`src/rtl/rv_pkg.sv`:
```
`default_nettype none
// ============================================================================
//  Module   : rv_pkg
//  Purpose  : Shared RV32I encoding constants: encoder format codes, base
//             opcodes (common with the decoder's ImmGen/control) and the
//             immediate range limits for each instruction format.
//  Revision : 1.0  initial release
// ============================================================================
package rv_pkg;

  // Encoder format codes (in_fmt)
  localparam logic [2:0] FMT_I_ALU  = 3'd0;
  localparam logic [2:0] FMT_I_LOAD = 3'd1;
  localparam logic [2:0] FMT_I_JALR = 3'd2;
  localparam logic [2:0] FMT_S      = 3'd3;
  localparam logic [2:0] FMT_B      = 3'd4;
  localparam logic [2:0] FMT_J      = 3'd5;

  // Base opcodes
  localparam logic [6:0] OP_IMM    = 7'b0010011;
  localparam logic [6:0] OP_LOAD   = 7'b0000011;
  localparam logic [6:0] OP_JALR   = 7'b1100111;
  localparam logic [6:0] OP_STORE  = 7'b0100011;
  localparam logic [6:0] OP_BRANCH = 7'b1100011;
  localparam logic [6:0] OP_JAL    = 7'b1101111;

  // Signed immediate limits. B and J limits are the largest even values
  // because bit 0 of a branch/jump offset is never encoded.
  localparam int IMM_IS_MIN = -2048;
  localparam int IMM_IS_MAX = 2047;
  localparam int IMM_B_MIN  = -4096;
  localparam int IMM_B_MAX  = 4094;
  localparam int IMM_J_MIN  = -1048576;
  localparam int IMM_J_MAX  = 1048574;

endpackage : rv_pkg
`default_nettype wire

```
`src/rtl/imm_pack.sv`:
```
`default_nettype none
// ============================================================================
//  Module   : imm_pack
//  Purpose  : Combinational RV32I packer. Scatters the immediate into the
//             I/S/B/J field layout and flags out-of-range immediates or an
//             illegal format code.
//  Ports    : fmt_i     format code (see rv_pkg)
//             rd_i, rs1_i, rs2_i, funct3_i  register / funct3 fields
//             imm_i     signed immediate (byte offset for B/J)
//             inst_o    encoded instruction (zero for an illegal format)
//             err_o     range violation or illegal format
//  Revision : 1.0  initial release
// ============================================================================
module imm_pack
  import rv_pkg::*;
#(
  parameter int Width = 32
) (
  input  logic [2:0]       fmt_i,
  input  logic [4:0]       rd_i,
  input  logic [4:0]       rs1_i,
  input  logic [4:0]       rs2_i,
  input  logic [2:0]       funct3_i,
  input  logic [Width-1:0] imm_i,
  output logic [Width-1:0] inst_o,
  output logic             err_o
);

  logic signed [Width-1:0] imm_s;
  logic [31:0]             inst;
  logic [6:0]              i_op;
  logic [2:0]              i_f3;

  assign imm_s = $signed(imm_i);

  always_comb begin
    i_op = OP_IMM;
    i_f3 = funct3_i;
    if (fmt_i == FMT_I_LOAD) begin
      i_op = OP_LOAD;
    end else if (fmt_i == FMT_I_JALR) begin
      i_op = OP_JALR;
      i_f3 = 3'b000;  // JALR only defines funct3 = 000
    end
  end

  always_comb begin
    inst  = 32'd0;
    err_o = 1'b0;
    case (fmt_i)
      FMT_I_ALU, FMT_I_LOAD, FMT_I_JALR: begin
        inst  = {imm_i[11:0], rs1_i, i_f3, rd_i, i_op};
        err_o = (imm_s < IMM_IS_MIN) || (imm_s > IMM_IS_MAX);
      end
      FMT_S: begin
        inst  = {imm_i[11:5], rs2_i, rs1_i, funct3_i, imm_i[4:0], OP_STORE};
        err_o = (imm_s < IMM_IS_MIN) || (imm_s > IMM_IS_MAX);
      end
      FMT_B: begin
        inst  = {imm_i[12], imm_i[10:5], rs2_i, rs1_i, funct3_i,
                 imm_i[4:1], imm_i[11], OP_BRANCH};
        err_o = (imm_s < IMM_B_MIN) || (imm_s > IMM_B_MAX) || imm_i[0];
      end
      FMT_J: begin
        inst  = {imm_i[20], imm_i[10:1], imm_i[11], imm_i[19:12], rd_i, OP_JAL};
        err_o = (imm_s < IMM_J_MIN) || (imm_s > IMM_J_MAX) || imm_i[0];
      end
      default: begin
        inst  = 32'd0;
        err_o = 1'b1;
      end
    endcase
  end

  assign inst_o = Width'(inst);

endmodule : imm_pack
`default_nettype wire

```
`src/rtl/imm_encoder.sv`:
```
`default_nettype none
// ============================================================================
//  Module   : imm_encoder
//  Purpose  : Streaming RV32I instruction encoder for the program loader.
//             One output register stage (latency 1), ready/valid on both
//             sides, sequential byte-address tagging and a saturating count
//             of erroneous words.
//  Ports    : clk, rst_n          clock, async active-low reset
//             addr_clr            return address counter to BaseAddr
//             in_valid/in_ready   input handshake
//             in_fmt, in_rd, in_rs1, in_rs2, in_funct3, in_imm  fields
//             out_valid/out_ready output handshake
//             out_inst, out_addr, out_err  presented word
//             err_count           saturating error count
//  Revision : 1.0  initial release
// ============================================================================
module imm_encoder
  import rv_pkg::*;
#(
  parameter int          Width     = 32,
  parameter int          AddrWidth = 10,
  parameter int unsigned BaseAddr  = 0
) (
  input  logic                 clk,
  input  logic                 rst_n,
  input  logic                 addr_clr,
  input  logic                 in_valid,
  output logic                 in_ready,
  input  logic [2:0]           in_fmt,
  input  logic [4:0]           in_rd,
  input  logic [4:0]           in_rs1,
  input  logic [4:0]           in_rs2,
  input  logic [2:0]           in_funct3,
  input  logic [Width-1:0]     in_imm,
  output logic                 out_valid,
  input  logic                 out_ready,
  output logic [Width-1:0]     out_inst,
  output logic [AddrWidth-1:0] out_addr,
  output logic                 out_err,
  output logic [7:0]           err_count
);

  localparam logic [AddrWidth-1:0] BASE = AddrWidth'(BaseAddr);

  logic                 valid_q, valid_d;
  logic [Width-1:0]     inst_q, inst_d;
  logic                 err_q, err_d;
  logic [AddrWidth-1:0] addr_q, addr_d;
  logic [7:0]           errcnt_q, errcnt_d;

  logic [Width-1:0]     pack_inst;
  logic                 pack_err;
  logic                 in_hs;
  logic                 out_hs;

  imm_pack #(
    .Width (Width)
  ) u_pack (
    .fmt_i    (in_fmt),
    .rd_i     (in_rd),
    .rs1_i    (in_rs1),
    .rs2_i    (in_rs2),
    .funct3_i (in_funct3),
    .imm_i    (in_imm),
    .inst_o   (pack_inst),
    .err_o    (pack_err)
  );

  // The stage can take a new word whenever it is empty or being drained.
  assign in_ready = !valid_q || out_ready;
  assign in_hs    = in_valid && in_ready;
  assign out_hs   = valid_q && out_ready;

  always_comb begin
    valid_d  = valid_q;
    inst_d   = inst_q;
    err_d    = err_q;
    addr_d   = addr_q;
    errcnt_d = errcnt_q;

    if (in_hs) begin
      valid_d = 1'b1;
      inst_d  = pack_inst;
      err_d   = pack_err;
    end else if (out_hs) begin
      valid_d = 1'b0;
    end

    // Counter tracks the address of the word on the output; it moves only
    // when that word is consumed. A clear wins over the increment.
    if (addr_clr) begin
      addr_d = BASE;
    end else if (out_hs) begin
      addr_d = addr_q + AddrWidth'(4);
    end

    if (out_hs && err_q && (errcnt_q != 8'hFF)) begin
      errcnt_d = errcnt_q + 8'd1;
    end
  end

  always_ff @(posedge clk or negedge rst_n) begin
    if (!rst_n) begin
      valid_q  <= 1'b0;
      inst_q   <= '0;
      err_q    <= 1'b0;
      addr_q   <= BASE;
      errcnt_q <= 8'd0;
    end else begin
      valid_q  <= valid_d;
      inst_q   <= inst_d;
      err_q    <= err_d;
      addr_q   <= addr_d;
      errcnt_q <= errcnt_d;
    end
  end

  assign out_valid = valid_q;
  assign out_inst  = inst_q;
  assign out_err   = err_q;
  assign out_addr  = addr_q;
  assign err_count = errcnt_q;

endmodule : imm_encoder
`default_nettype wire

```
`config.mk`:
```
export PLATFORM = sky130hd
export DESIGN_NAME = imm_encoder
export DESIGN_NICKNAME = d
export VERILOG_FILES = /design/src/rtl/rv_pkg.sv /design/src/rtl/imm_pack.sv /design/src/rtl/imm_encoder.sv
export SDC_FILE = /design/constraint.sdc
export NUM_CORES = 1
export LEC_CHECK = 0
export BUFFER_PORTS_ARGS = -buffer_cell sky130_fd_sc_hd__clkbuf_2
export CORE_MARGIN = 1
export CORE_UTILIZATION = 44
export CTS_CLUSTER_SIZE = 20
export DETAILED_ROUTE_END_ITERATION = 8
export PLACE_DENSITY = 0.8
export SYNTH_ARGS = -nofsm -noshare
export SYNTH_HDL_FRONTEND = slang
export SYNTH_HIERARCHICAL = 1
export SYNTH_SLANG_ARGS = --single-unit
```
`constraint.sdc`:
```
create_clock -name clk -period 1.5 [get_ports clk]
set_input_delay 0.15 -clock clk [delete_from_list [all_inputs] [get_ports clk]]
set_output_delay 0.15 -clock clk [all_outputs]
set_load 0.01 [all_outputs]
```
---- After elaboration in Yosys (flattened, before gate mapping) ----
Index checks and enable logic that the tools add are counted.
Widths: inputs -> output; s select.
storage, ports and cells
  bits in registers ....................... 52
  bits in latches ......................... 0
  RAM bits ................................ 0
  memory bits (read-only) ................. 0
  output and inout bits ................... 53
  logic and storage cells ................. 45
  memories ................................ 0
cells by class
  add/sub/neg operators ................... 2
  multiply operators ...................... 0
  div/mod/pow operators ................... 0
  $lt $le $gt $ge ......................... 6
  eq/ne operators ......................... 6
  shifts and indexed selects .............. 0
  mux-type cells .......................... 10
  bitwise gates (word level) .............. 0
  reduce and logical (&&, ||, !) cells .... 16
operators with widths
  operator               number
  $pmux 32 s4            1
  $gt 32x12->1 const B   1
  $gt 32x13->1 const B   1
  $gt 32x21->1 const B   1
  $lt 32x12->1 const B   1
  $lt 32x13->1 const B   1
  $lt 32x21->1 const B   1
  $mux 10                2
  $mux 7                 2
  $add 10x3->10 const B  1
  $add 8x1->8 const B    1
  $ne 8x8->1 const B     1
  $eq 3x2->1 const B     2
  $eq 3x3->1 const B     2
  $logic_or 1x1->1       6
  $mux 3                 2
  $logic_and 1x1->1      4
  $reduce_bool 2->1      2
  $reduce_or 4->1        1
  $eq 3x1->1 const B     1
  $logic_not 3->1        1
  $pmux 1 s3             1
  $reduce_or 3->1        1
  $mux 1                 2
  $logic_not 1->1        1

---- Logic depth before layout (Yosys ltp) ----
Gate-level depths: netlist of run 1.
  depth after elaboration ................. 4
  mapped depth ............................ 6
  depth with buffers taken out ............ 5

---- Cells and area by module ----
Netlist of run 1, hierarchy kept.
modules (own cells, without submodules)
  module       instances  cells an instance  area each (um^2)  sequential area each (um^2)
  imm_encoder  1          157                2,100.8           1,251.2
  imm_pack     1          128                765.7             0.0

---- Worst setup path after synthesis of run 1 ----
Ideal clock, no wire load.
  path kind ............................... flip-flop to flip-flop
  start point ............................. register errcnt_q[0] (netlist: err_count[0])
  end point ............................... register errcnt_q[1] (netlist: err_count[1])
  setup time .............................. 128 ps
  data arrival time ....................... 1,410 ps
  slack ................................... -37 ps
  stages on the path, launching flop included .. 5
  buffers on the path ..................... 0
  period minus slack after synthesis ...... 1,537 ps
  cell sequence ........................... dfrtp_1 ha_1 and2_1 a31o_2 mux2_1
between the ends
  longest elaborated chain between the ends .. 2
  elaborated cells between the ends (all ways) .. 3
ends and longest elaborated chain
  what                                                                 line                source
  start: declaration                                                   imm_encoder.sv:49   logic [7:0] errcnt_q, errcnt_d;
  start signal: assignment                                             imm_encoder.sv:114  errcnt_q <= errcnt_d;
  parallel branches: the longest is 2 deep, another holds $add 8x1->8  --
Several ways; the timed one is not identified.
A chain may end at the register's enable or synchronous reset.

---- Final worst setup path of run 1 ----
Same ends and word-level chain as after synthesis.

==> flow_metrics.env, run 1 <==
export IMPL_outcome="complete, no violations"
export IMPL_area_growth_syn_to_layout_pct=27.41
export IMPL_core_um2=6314
export IMPL_ant_nets=0
export IMPL_syn_inst=285
export IMPL_track_usage_pct=21.12
export IMPL_ys_seq_elements=50
export IMPL_grt_pass1_vias=2370
export IMPL_gr_total_overflow=0
export IMPL_cts_root_buf="clkbuf_8"
export IMPL_nFillCells=564
export IMPL_cts_tree="built"
export IMPL_cts_sinks=50
export IMPL_criticalPathCategory="reg -> reg"
export IMPL_crit_fanout=5
export IMPL_vias=2588
export IMPL_maxCapViolations=0
export IMPL_syn_area_per_cell_um2=10.06
export IMPL_worst_ep_arrival_time_ns=1.65
export IMPL_antenna_found_initial=0
export IMPL_final_cell_area_um2=3652
export IMPL_period_share_pct=97.44
export IMPL_synth_main_ff_cell="dfrtp_1"
export IMPL_p_comb_share_pct=31.8
export IMPL_finalHoldViolCount=0
export IMPL_power_density_nw_per_um2=1008
export IMPL_yosysSeqAreaShare_pct=43.65
export IMPL_crit_buf_inv=0
export IMPL_hold_ws_ns=0.08441
export IMPL_final_common_cell="clkbuf_2"
export IMPL_power_switching_mw=1.202
export IMPL_crit_start="err_count[0]$_DFFE_PN0P_"
export IMPL_critPathRequiredTime_ns=1.69
export IMPL_remaining_drc_errors=0
export IMPL_dr_pass1_iters=4
export IMPL_total_power_mw=3.681
export IMPL_dp_hpwl_um=5201
export IMPL_place_port_buffers=108
export IMPL_ctsHtreeMaxLevel=2
export IMPL_rsz0062_at_grt="true"
export IMPL_p_leak_nw=1.740
export IMPL_nets=460
export IMPL_io_pin_count=111
export IMPL_instances_no_fill=478
export IMPL_clockPowerShare_pct=20.8
export IMPL_place_congestion=0.8050
export IMPL_worstSetupEndpointType="flop"
export IMPL_multi_input_area_um2=1484
export IMPL_seqPwrFrac_pct=47.3
export IMPL_cp_top_family="flip-flops"
export IMPL_worstSetupStartpointType="flop"
export IMPL_switching_share_pct=32.65
export IMPL_die_area_um2=6842
export IMPL_insertion_delay_ns=0.30
export IMPL_initial_core_util_pct=45.40
export IMPL_cts_buffer_depth=2
export IMPL_crit_chain="ha_2, and2_1, a31o_2, mux2_1"
export IMPL_finalSetupTns_ns=0
export IMPL_cts_made_buffers=5
export IMPL_drv_slew=0
export IMPL_final_cell_mix="108 x clkbuf_2, 49 x dfrtp_1, 27 x mux2_2"
export IMPL_wirelength_um=6814
export IMPL_skew_ns=0.004236
export IMPL_grt_max_degree=51
export IMPL_layout_min_cycle_time_ns=1.462
export IMPL_syn_cell_area_um2=2866
export IMPL_std_cell_rows=29
export IMPL_p_int_mw=2.479
export IMPL_finalSetupViolCount=0
export IMPL_clk_pin_slew_ns=0.09
export IMPL_die_x_um=82.72
export IMPL_synth_edf_count=0
export IMPL_min_delay_start="in_valid"
export IMPL_drive_above_1_share_pct=41.90
export IMPL_synth_async_sr_flop_share_pct=100.0
export IMPL_cp_slowest_cell="dfrtp_1"
export IMPL_hold_path_class="in -> reg"
export IMPL_drt_initial_drc_count=69
export IMPL_r2r_slack_ns=0.04
export IMPL_reg2reg_from="err_count[0]$_DFFE_PN0P_"
export IMPL_vias_per_cell=5.414
export IMPL_ir_worst_vdd_mv=0.5916
export IMPL_max_freq_ghz=0.6842
export IMPL_slowest_delay_ns=0.39
export IMPL_synth_distinct_cells=45
export IMPL_wl_per_cell_um=14.26
export IMPL_synth_warnings=6
export IMPL_placed_area_um2=3550
export IMPL_dpl_cell_count=469
export IMPL_grt_first_pass_wirelength_um=10920
export IMPL_seqCellArea_um2=1252
export IMPL_die_h_um=82.72
export IMPL_diodes=0
worst register-to-register path, delay by kind of cell (launching register included):
kind	cells	cell delay [ns]
DFF	1	0.39
adders and majority gates	1	0.21
AOI/OAI and AO/OA	1	0.26
and+or+nand+nor	1	0.18
muxes	1	0.31
sequential cells by signal (all words and copies together) (netlist names):
register   count
out_addr       8
err_count      8
out_valid      1
out_err        1
out_inst      32
through the flow:
| step | utilization, % | setup slack, ns |
|---|---|---|
| 3_5_place_dp | 56.22 | 0.02716 |
| 5_1_grt | 57.85 | -0.01891 |
| 4_1_cts | 57.75 | 0.03658 |
| 6_report | 57.85 | 0.03834 |
| 2_1_floorplan | - | 0.002421 |
| 3_3_place_gp | 56.22 | 0.08072 |
kinds of logic after synthesis:
family          Yosys count  synth area share (%)
buf+inv                  27                 4.976
xor+xnor                  4                 1.222
flops                    50                 43.65
mux                      38                 14.88
simple gates             93                 18.46
compound gates           70                 15.80
other cells               1                0.1308
fa+ha+maj                 2                0.8728
layout make-up:
type,count,area share (%)
clock inverters,2,0.3768
well taps,77,2.638
multi-input cells,209,40.63
flip-flops and latches,50,34.29
inverters,8,0.8222
clock buffers,6,1.987
repair buffers,126,19.25
power groups by stage:
| stage | Sequential, mW | Clock (mW) | Combinational [mW] |
|---|---|---|---|
| finish | 1.74 | 0.766 | 1.17 |
| global route | 1.78 | 0.849 | 1.31 |
| global placement | 1.76 | 0 | 1.14 |
| CTS | 1.74 | 0.803 | 1.19 |
| floorplan | 1.88 | 0 | 0.510 |
| detailed placement | 1.77 | 0 | 1.18 |
repair_timing:
item                                   CTS  global route
setup buffers                            0             0
resized for setup                        0             2
hold buffers                             1             0
setup endpoints to repair                0            36
endpoints found under the hold margin   50             0
cells in the mapped netlist (2+ instances only):
cell type	n	area, um2
nand3b_1	2	15.01
nor2_1	6	22.52
or3_1	4	25.02
buf_4	8	60.06
a211oi_1	3	22.52
inv_1	8	30.03
xor2_1	3	26.28
buf_2	9	45.04
mux2_1	10	112.6
nor3_1	5	25.02
dfrtp_1	50	1251
nand4_1	6	37.54
a21oi_1	22	110.1
a2bb2oi_1	5	43.79
or4_1	2	15.01
ha_1	2	25.02
nand2b_1	5	31.28
and2_1	9	56.30
mux2_2	27	304.0
o31ai_1	2	15.01
nor4_1	6	37.54
o21ai_0	7	35.03
nor2b_1	15	93.84
o22ai_1	15	93.84
nand3_1	9	45.04
a22oi_1	8	60.06
nand2_1	19	71.32
path summary, 6_finish.rpt:
| path | to | cells past startpoint |
|---|---|---|
| setup / recovery | err_count[1]$_DFFE_PN0P_ | 4 |
| hold / removal | out_valid$_DFFE_PN0P_ | 2 |
| setup reg to reg | err_count[1]$_DFFE_PN0P_ | 4 |
| hold reg to reg | out_inst[16]$_DFFE_PN0P_ | 1 |
| max in group asynchronous | out_inst[8]$_DFFE_PN0P_ | 3 |
| min in group asynchronous | err_count[7]$_DFFE_PN0P_ | 3 |
metal layers:
metal | part of all wire, % | vias up | routed length, um | track usage, %
met4 | 0.76 | 0 | 52 | 5.345
met3 | 8.4 | 5 | 573 | 6.264
met1 | 43 | 1221 | 2947 | 25.29
li1 | - | 1269 | - | -
met2 | 48 | 93 | 3241 | 36.80
met5 | 0 | - | 0 | 0
Power figures use the tool's default switching activity.
==> inputs of run 2 (changes only) <==
- BUFFER_PORTS_ARGS: -buffer_cell sky130_fd_sc_hd__clkbuf_2 -> -buffer_cell sky130_fd_sc_hd__buf_2
- CORE_UTILIZATION: 44 -> 43
- SYNTH_HIERARCHICAL: 1 -> unset
==> flow_metrics.env, run 2 <==
export IMPL_placed_area_um2=3354
export IMPL_nets=467
export IMPL_hold_ws_ns=0.08155
export IMPL_grt_first_pass_wirelength_um=11410
export IMPL_std_cell_rows=28
export IMPL_die_h_um=80.82
export IMPL_maxCapViolations=0
export IMPL_syn_cell_area_um2=2671
export IMPL_initial_core_util_pct=44.85
export IMPL_antenna_found_initial=0
export IMPL_hold_path_class="in -> reg"
export IMPL_criticalPathCategory="reg -> reg"
export IMPL_grt_max_degree=50
export IMPL_die_area_um2=6532
export IMPL_ant_nets=0
export IMPL_core_um2=5956
export IMPL_synthTopCellsByArea="dfrtp_1 46%, nand2_1 4.5%, o221ai_1 4.3%"
export IMPL_synth_async_sr_flop_share_pct=100.0
export IMPL_dr_pass1_iters=4
export IMPL_yosys_area_top_type="dfrtp_1"
export IMPL_worstSetupEndpointType="flop"
export IMPL_wl_per_cell_um=14.57
export IMPL_synth_distinct_cells=42
export IMPL_clk_pin_slew_ns=0.09
export IMPL_p_leak_nw=1.633
export IMPL_rsz0062_at_grt="true"
export IMPL_yosysMostFrequentCell="dfrtp_1"
export IMPL_final_cell_mix="108 x buf_2, 49 x dfrtp_1, 31 x nand2_1"
export IMPL_wirelength_um=7024
export IMPL_drv_slew=0
export IMPL_dpl_cell_count=470
export IMPL_ys_seq_elements=49
export IMPL_gr_total_overflow=0
export IMPL_place_port_buffers=108
export IMPL_io_pin_count=111
export IMPL_track_usage_pct=22.66
export IMPL_diodes=0
export IMPL_insertion_delay_ns=0.30
export IMPL_layout_min_cycle_time_ns=1.580
export IMPL_period_share_pct=105.3
export IMPL_synth_main_ff_cell="dfrtp_1"
export IMPL_syn_area_per_cell_um2=9.148
export IMPL_outcome="complete, but fails checks"
export IMPL_syn_inst=292
export IMPL_cts_made_buffers=5
export IMPL_area_growth_syn_to_layout_pct=31.05
export IMPL_cts_tree="built"
export IMPL_yosysSeqAreaShare_pct=45.90
export IMPL_cts_root_buf="clkbuf_8"
export IMPL_instances_no_fill=482
export IMPL_grt_pass1_vias=2419
export IMPL_max_freq_ghz=0.6331
export IMPL_worstSetupStartpointType="flop"
export IMPL_synth_top_area_share_pct=45.90
export IMPL_vias_per_cell=5.515
export IMPL_largest_reg_flops=31
export IMPL_ctsHtreeMaxLevel=2
export IMPL_cts_sinks=49
export IMPL_synth_edf_count=0
export IMPL_worst_ep_arrival_time_ns=1.78
export IMPL_setup_ws_ns=-0.07956
export IMPL_die_x_um=80.82
export IMPL_synth_common_cells="49 x dfrtp_1, 32 x nand2_1, 25 x nor2_1, 15 x o21a_1"
export IMPL_final_common_cell="buf_2"
export IMPL_vias=2658
export IMPL_finalHoldViolCount=0
export IMPL_critPathRequiredTime_ns=1.70
export IMPL_final_cell_area_um2=3501
export IMPL_drive_above_1_share_pct=35.14
export IMPL_dp_hpwl_um=5202
export IMPL_power_density_nw_per_um2=1072
export IMPL_pre_cts_ws_ns=-0.07730
export IMPL_crit_fanout=3
export IMPL_violations="setup timing"
export IMPL_cts_buffer_depth=2
export IMPL_remaining_drc_errors=0
export IMPL_total_power_mw=3.752
export IMPL_ir_worst_vdd_mv=0.6304
export IMPL_drt_initial_drc_count=131
export IMPL_place_congestion=0.9421
export IMPL_synth_warnings=0
export IMPL_skew_ns=0.01001
export IMPL_finalSetupViolCount=4
[run 2: what timing repair did]
action / CTS / global route
gates resized for setup: 0 / 1
hold buffers: 1 / 0
setup buffers: 3 / 1
pin swaps: 7 / 4
endpoints found under the setup margin: 2 / 8
hold endpoints to repair: 49 / 0
[run 2: cells by family after synthesis]
kind of cell,share of synthesized area (%)
compound gates,21.36
other cells,0.1404
mux,1.171
flops,45.90
simple gates,21.78
xor+xnor,3.606
buf+inv,5.105
fa+ha+maj,0.9366
[run 2: critical path, cell delays in order (launching register included)]
cell and delay (ns):
dfrtp_1 0.39, ha_2 0.19, and3_4 0.18, a31oi_4 0.17, and3_4 0.22, nand4_1 0.09
xnor2_1 0.24
[run 2: layout make-up]
class | instances | area, um2
Multi-Input combinational cell | 215 | 1321
Timing Repair Buffer | 130 | 733.2
Clock inverter | 2 | 35.03
Tap cell | 75 | 93.84
Fill cell | 567 | 2455
Inverter | 6 | 22.52
Sequential cell | 49 | 1226
Clock buffer | 5 | 68.82
[run 2: worst paths after layout]
check                                          from                       end  slack [ns]  cells after the start
setup / recovery           err_count[1]$_DFFE_PN0P_  err_count[7]$_DFFE_PN0P_       -0.08                      6
hold / removal                             in_valid     out_valid$_DFFE_PN0P_        0.08                      2
max in group asynchronous                     rst_n   out_addr[5]$_DFFE_PN0N_        0.90                      3
hold reg to reg            out_inst[30]$_DFFE_PN0P_  out_inst[30]$_DFFE_PN0P_        0.48                      2
setup reg to reg           err_count[1]$_DFFE_PN0P_  err_count[7]$_DFFE_PN0P_       -0.08                      6
min in group asynchronous                     rst_n  out_inst[11]$_DFFE_PN0P_        0.35                      3
[run 2: power by group]
group,switching (mW),internal [mW]
Combinational,0.609,0.588
Sequential,0.112,1.53
Clock,0.432,0.485
Total,1.15,2.60
[run 2: through the flow]
step	setup TNS [ns]	utilization [%]
6_report	-0.1477	58.78
5_1_grt	-0.3594	58.78
4_1_cts	-0.1981	58.61
3_5_place_dp	-0.1360	56.32
3_3_place_gp	-0.002732	56.32
2_1_floorplan	-0.2431	-
[run 2: per-layer routing]
metal  up-vias  global-route usage [%]  wire [um]
li1       1291                       -          -
met1      1265                   30.13       3135
met2        84                   35.88       3351
met3        18                   4.157        335
met4         0                   10.00        201
met5         -                       0          0
